[config.mk]
export PLATFORM = sky130hd
export DESIGN_NAME = mc_ctrl
export DESIGN_NICKNAME = d
export VERILOG_FILES = /design/src/rtl/mc_ctrl.sv
export SDC_FILE = /design/constraint.sdc
export NUM_CORES = 1
export LEC_CHECK = 0
export ABC_AREA = 0
export CORE_UTILIZATION = 33
export CTS_CLUSTER_DIAMETER = 120
export DETAILED_ROUTE_END_ITERATION = 16
export PLACE_DENSITY = 0.78
export SETUP_SLACK_MARGIN = 0.02
export SYNTH_ARGS = -nofsm -noshare
export SYNTH_HDL_FRONTEND = slang
export SYNTH_SLANG_ARGS = --single-unit
[constraint.sdc]
create_clock -name clk -period 2.03 [get_ports clk]
set_clock_uncertainty 0.1 [all_clocks]
set_input_delay 0.3045 -clock clk [delete_from_list [all_inputs] [get_ports clk]]
set_output_delay 0.3045 -clock clk [all_outputs]
set_load 0.03 [all_outputs]
[src/rtl/mc_ctrl.sv]
// Multi-cycle control FSM for the single-issue MIPS core.
// Sequences fetch/decode/execute/memory/write-back and drives datapath enables and selects.
module mc_ctrl (
  input  logic       clk,
  input  logic       reset,
  input  logic [5:0] opcode,
  input  logic [5:0] funct,
  input  logic       zero,
  output logic       pc_write,
  output logic [1:0] npc_sel,
  output logic       ir_write,
  output logic       reg_write,
  output logic [1:0] reg_dst,
  output logic [1:0] wd_sel,
  output logic       alu_src_imm,
  output logic       ext_op,
  output logic [1:0] alu_op,
  output logic       mem_write,
  output logic       instr_done,
  output logic [2:0] state
);

  typedef enum logic [2:0] {
    S_FETCH  = 3'd0,
    S_DECODE = 3'd1,
    S_EXEC   = 3'd2,
    S_MEM    = 3'd3,
    S_WB     = 3'd4
  } state_t;

  state_t r_state;
  state_t w_next;

  logic w_rtype;
  logic w_addu, w_subu, w_jr, w_ori, w_lui, w_lw, w_sw, w_beq, w_j, w_jal;
  logic w_nop;

  assign w_rtype = (opcode == 6'h00);
  assign w_addu  = w_rtype && (funct == 6'h21);
  assign w_subu  = w_rtype && (funct == 6'h23);
  assign w_jr    = w_rtype && (funct == 6'h08);
  assign w_ori   = (opcode == 6'h0d);
  assign w_lui   = (opcode == 6'h0f);
  assign w_lw    = (opcode == 6'h23);
  assign w_sw    = (opcode == 6'h2b);
  assign w_beq   = (opcode == 6'h04);
  assign w_j     = (opcode == 6'h02);
  assign w_jal   = (opcode == 6'h03);
  assign w_nop   = !(w_addu || w_subu || w_jr || w_ori || w_lui ||
                     w_lw || w_sw || w_beq || w_j || w_jal);

  always_ff @(posedge clk) begin
    if (reset) begin
      r_state <= S_FETCH;
    end else begin
      r_state <= w_next;
    end
  end

  always_comb begin
    w_next = S_FETCH;
    case (r_state)
      S_FETCH:  w_next = S_DECODE;
      S_DECODE: begin
        if (w_j || w_jr || w_nop) w_next = S_FETCH;
        else if (w_jal)           w_next = S_WB;
        else                      w_next = S_EXEC;
      end
      S_EXEC: begin
        if (w_lw || w_sw)                              w_next = S_MEM;
        else if (w_addu || w_subu || w_ori || w_lui)   w_next = S_WB;
        else                                           w_next = S_FETCH;
      end
      S_MEM:    w_next = w_lw ? S_WB : S_FETCH;
      default:  w_next = S_FETCH;
    endcase
  end

  // All enables and selects are gated off while reset is high so an abandoned
  // instruction cannot commit anything in the reset cycle.
  always_comb begin
    pc_write    = 1'b0;
    npc_sel     = 2'd0;
    ir_write    = 1'b0;
    reg_write   = 1'b0;
    reg_dst     = 2'd0;
    wd_sel      = 2'd0;
    alu_src_imm = 1'b0;
    ext_op      = 1'b0;
    alu_op      = 2'd0;
    mem_write   = 1'b0;
    if (!reset) begin
      case (r_state)
        S_FETCH:  ir_write = 1'b1;
        S_DECODE: begin
          if (w_j) begin
            pc_write = 1'b1;
            npc_sel  = 2'd2;
          end else if (w_jr) begin
            pc_write = 1'b1;
            npc_sel  = 2'd3;
          end else if (w_nop) begin
            pc_write = 1'b1;
          end
        end
        S_EXEC, S_MEM, S_WB: begin
          // ALU selects follow the instruction and stay put through MEM/WB.
          if (w_subu)            alu_op = 2'd1;
          if (w_ori) begin
            alu_op      = 2'd2;
            alu_src_imm = 1'b1;
          end
          if (w_lui) begin
            alu_op      = 2'd3;
            alu_src_imm = 1'b1;
          end
          if (w_lw || w_sw) begin
            alu_src_imm = 1'b1;
            ext_op      = 1'b1;
          end
          if (w_beq) begin
            alu_op = 2'd1;
            ext_op = 1'b1;
          end
          if (r_state == S_EXEC && w_beq) begin
            pc_write = 1'b1;
            npc_sel  = zero ? 2'd1 : 2'd0;
          end
          if (r_state == S_MEM && w_sw) begin
            mem_write = 1'b1;
            pc_write  = 1'b1;
          end
          if (r_state == S_WB) begin
            reg_write = 1'b1;
            pc_write  = 1'b1;
            if (w_jal) begin
              npc_sel = 2'd2;
              reg_dst = 2'd2;
              wd_sel  = 2'd2;
            end else if (w_addu || w_subu) begin
              reg_dst = 2'd1;
            end else if (w_lw) begin
              wd_sel = 2'd1;
            end
          end
        end
        default: ;
      endcase
    end
  end

  assign instr_done = pc_write;
  assign state      = r_state;

endmodule

==> reports/metrics.cfg, run 1 <==
[floorplanning]
die_width_um=39.0
start_util=0.382
die_h_um=39.0
io_pins=33
rows=12

[yosys]
synthArstFlopShare=0
synth-edff-count=0
avgSynthCellArea_um2=7.08
ys.flop_type=dfxtp_1
syn_area_um2=453
syn_inst=64
synth.yosys.warnings=0
synth_seq_cells=3
synthDistinctLibCells=32
yosysSeqAreaShare=0.133
synth_nets=79

[timing]
worst_endpoint_kind=output port
worstEndpointGrtRepair=instr_done

[placement]
dp_slack_ns=-0.941
hpwl_um=1450
io_buffers=32
gp_routability_congestion=0.810

[status]
lastStage=global routing (5_1_grt)
error=[ERROR DPL-0038] Utilization greater than 100%, impossible to legalize
status=did not finish

[clock_network]
cts_buffer_depth=2
cts_buffers=3
cts-root-buf=clkbuf_4
cts_htree_levels=1
cts_sinks=3

[global_routing]
grt_max_degree=10

==> kinds of logic after synthesis <==
logic type / count (synthesis) / share of synthesized area
and+or+nand+nor: 45 / 0.611
AOI/OAI and AO/OA: 11 / 0.182
buffers and inverters: 4 / 0.0525
DFF: 3 / 0.133
muxes: 1 / 0.0221
==> per-stage QoR <==
| step | hold slack (ns) | area, µm² | instances |
|---|---|---|---|
| detailed placement | 0.504 | 961 | 128 |
| CTS | 0.459 | 1150 | 139 |
| global placement | 0.501 | 961 | 128 |
| floorplan | 0.411 | 526 | 64 |
==> cells in the mapped netlist (2+ instances only) <==
| library cell | n | area share |
|---|---|---|
| a21oi_1 | 4 | 0.044 |
| buf_4 | 2 | 0.033 |
| dfxtp_1 | 3 | 0.13 |
| nand2_1 | 5 | 0.041 |
| nand3_1 | 2 | 0.022 |
| nor2_1 | 10 | 0.083 |
| nor3_1 | 5 | 0.055 |
| nor4_1 | 2 | 0.028 |
| o21ai_0 | 2 | 0.022 |
| or2_2 | 4 | 0.055 |
| or3_1 | 3 | 0.041 |
| or3b_2 | 2 | 0.039 |
==> repair_timing <==
action	4_1_cts
hold buffers	0
setup endpoints to repair	13
gates resized for setup	81
setup buffers	7
gates cloned	0
pin swaps	20
==> inputs of run 2 (changes only) <==
CORE_AREA = 2 2 63 65   (was default)
CORE_UTILIZATION = default   (was 33)
CTS_CLUSTER_DIAMETER = default   (was 120)
DIE_AREA = 0 0 65 67   (was default)
PLACE_DENSITY = default   (was 0.78)
PLACE_DENSITY_LB_ADDON = 0.15   (was default)
SETUP_SLACK_MARGIN = default   (was 0.02)
==> run 2 against run 1 <==
The flow now finishes, with violations (setup timing). Synthesized cell count is the same. Area after synthesis is the same.
==> reports/metrics.cfg, run 2 <==
[global_routing]
grt.overflow.total=0
grt_max_degree=10
grt_usage=0.105
antenna_found_initial=0
grt_pass1_vias=785
grt_pass1_wl_um=3590

[timing]
fmax_mhz=466
worstMarginPinSlew_ns=0.306
hold_ws_ns=0.512
post-route-worst-setup-slack_ns=-0.116
setup_viol=6
rsz0062_at_grt=yes
period_needed_ns=2.15
slew_headroom=0.794
period_share=1.06
hold_violations=0
drv_slew=0

[yosys]
syn_area_um2=453  ; unchanged
yosysSeqAreaShare=0.133  ; unchanged
synth_nets=79  ; unchanged
synth_seq_cells=3  ; unchanged
synth-edff-count=0  ; unchanged
syn_inst=64  ; unchanged
avgSynthCellArea_um2=7.08  ; unchanged
synthArstFlopShare=0  ; unchanged
synth_area_leader_cell=dfxtp_1
synth.area.top_cells=dfxtp_1 13%, nor2_1 8.3%, nor3_1 5.5%, or2_2 5.5%, nor4_4 4.7%
synth_common_cells=10 x nor2_1, 5 x nand2_1, 5 x nor3_1
synth.yosys.warnings=0  ; unchanged
synth_most_common_cell=nor2_1
synthDistinctLibCells=32  ; unchanged
ys.flop_type=dfxtp_1
synth_top_area_frac=0.133  ; unchanged

[finish]
fill_cells=405
area_growth_pct=167
layout_common_cells=34 x buf_4, 12 x buf_6, 6 x nor2_1
mostFrequentLayoutCell=buf_4
n_antenna_cell=0
drive_gt1_frac=0.698
final_cells=174
fin_nets=142
final_core_util=0.336
largest_reg_flops=3

[drt]
vias_per_cell=4.16
ant_nets=0
vias=724
dr.first_iter.drc_count=22
post_drt_wl_per_cell_um=11.8
wirelength_um=2050
drc=0
drtPass1Iterations=4

[flow_run]
max-cap-violations=0

[clock_network]
cts_htree_levels=1  ; unchanged
clk_pin_slew_ns=0.03
cts_buffer_depth=2  ; unchanged
cts_buffers=3  ; unchanged
cts_tree=yes
cts_sinks=3  ; unchanged
clk_latency_ns=0.21
cts-root-buf=clkbuf_8

[setup_path]
worstPathRequired_ns=1.63
start_kind=primary input
critical_path_class=in2out
crit_fanout=3
r2r-start=state[0]
cp.arrival_ns=1.74
startpoint=opcode[3]
end_kind=output pin

[floorplanning]
die_h_um=67  ; +72%
io_pins=33  ; unchanged
die_width_um=65  ; +66%
rows=22  ; +10
start_util=0.126  ; -0.256
dieArea_um2=4360
core-area_um2=3610

[pwr]
p_per_area_nw_per_um2=302
p_leak_nw=0.502
peakVddDrop_mv=0.194

[placement]
dp_cells=167  ; +30%
io_buffers=32  ; unchanged
dp_slack_ns=-0.503  ; +0.438 ns
hpwl_um=1700  ; +17%
gp_routability_congestion=0.720  ; -11%

[status]
status=finished with violations
violations=setup timing

[worst_hold_path]
worstHoldStart=opcode[4]
holdCritPathClass=in2reg

==> run 2: cell counts after synthesis <==
No cell type changed its count.
==> run 2: final timing paths <==
kind | cells past startpoint | slack (ns) | endpoint
hold reg to reg | 3 | 0.60 | state[2]
hold / removal | 4 | 0.51 | state[0]
setup / recovery | 6 | -0.12 | instr_done
setup reg to reg | 4 | 0.28 | state[1]
==> run 2: final cells by class <==
class                           count  area (µm²)  share of cell area
Multi-Input combinational cell     57         522               0.431
Clock buffer                        4        45.0              0.0372
Tap cell                           48        60.1              0.0496
Inverter                            1        3.75             0.00310
Sequential cell                     3        68.8              0.0569
Timing Repair Buffer               61         510               0.422
==> run 2: where the power goes <==
group / total (mW) / internal, mW / switching, mW / leakage [nW]
registers: 0.0610 / 0.0598 / 0.00115 / 0.0263
logic: 0.133 / 0.0703 / 0.0623 / 0.453
clock network: 0.172 / 0.134 / 0.0378 / 0.0228
total: 0.365 / 0.264 / 0.101 / 0.502
==> run 2: routing by layer <==
| metal | wire (µm) | vias up | global-route usage | part of all wire |
|---|---|---|---|---|
| met5 | 0 | - | 0 | 0 |
| met4 | 0 | 0 | 0.0160 | 0 |
| met3 | 78 | 0 | 0.0169 | 0.038 |
| met2 | 979 | 17 | 0.179 | 0.48 |
| met1 | 989 | 340 | 0.140 | 0.48 |
| li1 | - | 367 | - | - |
==> run 2: cell families (layout without fill, tap and decap cells) <==
family | after synthesis | in the layout | share of synthesized area
flops | 3 | 3 | 0.133
simple gates | 45 | 45 | 0.611
compound gates | 11 | 11 | 0.182
buf+inv | 4 | 66 | 0.0525
mux | 1 | 1 | 0.0221
==> run 2: critical path, stage by stage <==
cell and delay, ns:
buf_6 0.09, or4_4 0.56, nor4_4 0.36, or3_4 0.21
o21ai_4 0.07, buf_6 0.15
==> run 2: timing repair <==
action / 4_1_cts / 5_1_grt
pin swaps: 13 / 9
resized for setup: 60 / 9
buffers inserted: 2 / 2
endpoints found under the setup margin: 14 / 12
hold buffers: 0 / 0
endpoints found under the hold margin: 0 / 0
==> run 2: per-stage QoR <==
stage / setup TNS, ns / power [mW] / area, µm²
2_1_floorplan: -0.192 / 0.105 / 509
3_5_place_dp: -5.07 / 0.180 / 1020
6_report: -0.456 / 0.365 / 1210
5_1_grt: -0.804 / 0.387 / 1210
4_1_cts: -0.650 / 0.369 / 1170
3_3_place_gp: -4.86 / 0.180 / 1020
No activity file was read; power rests on OpenSTA's default activity.
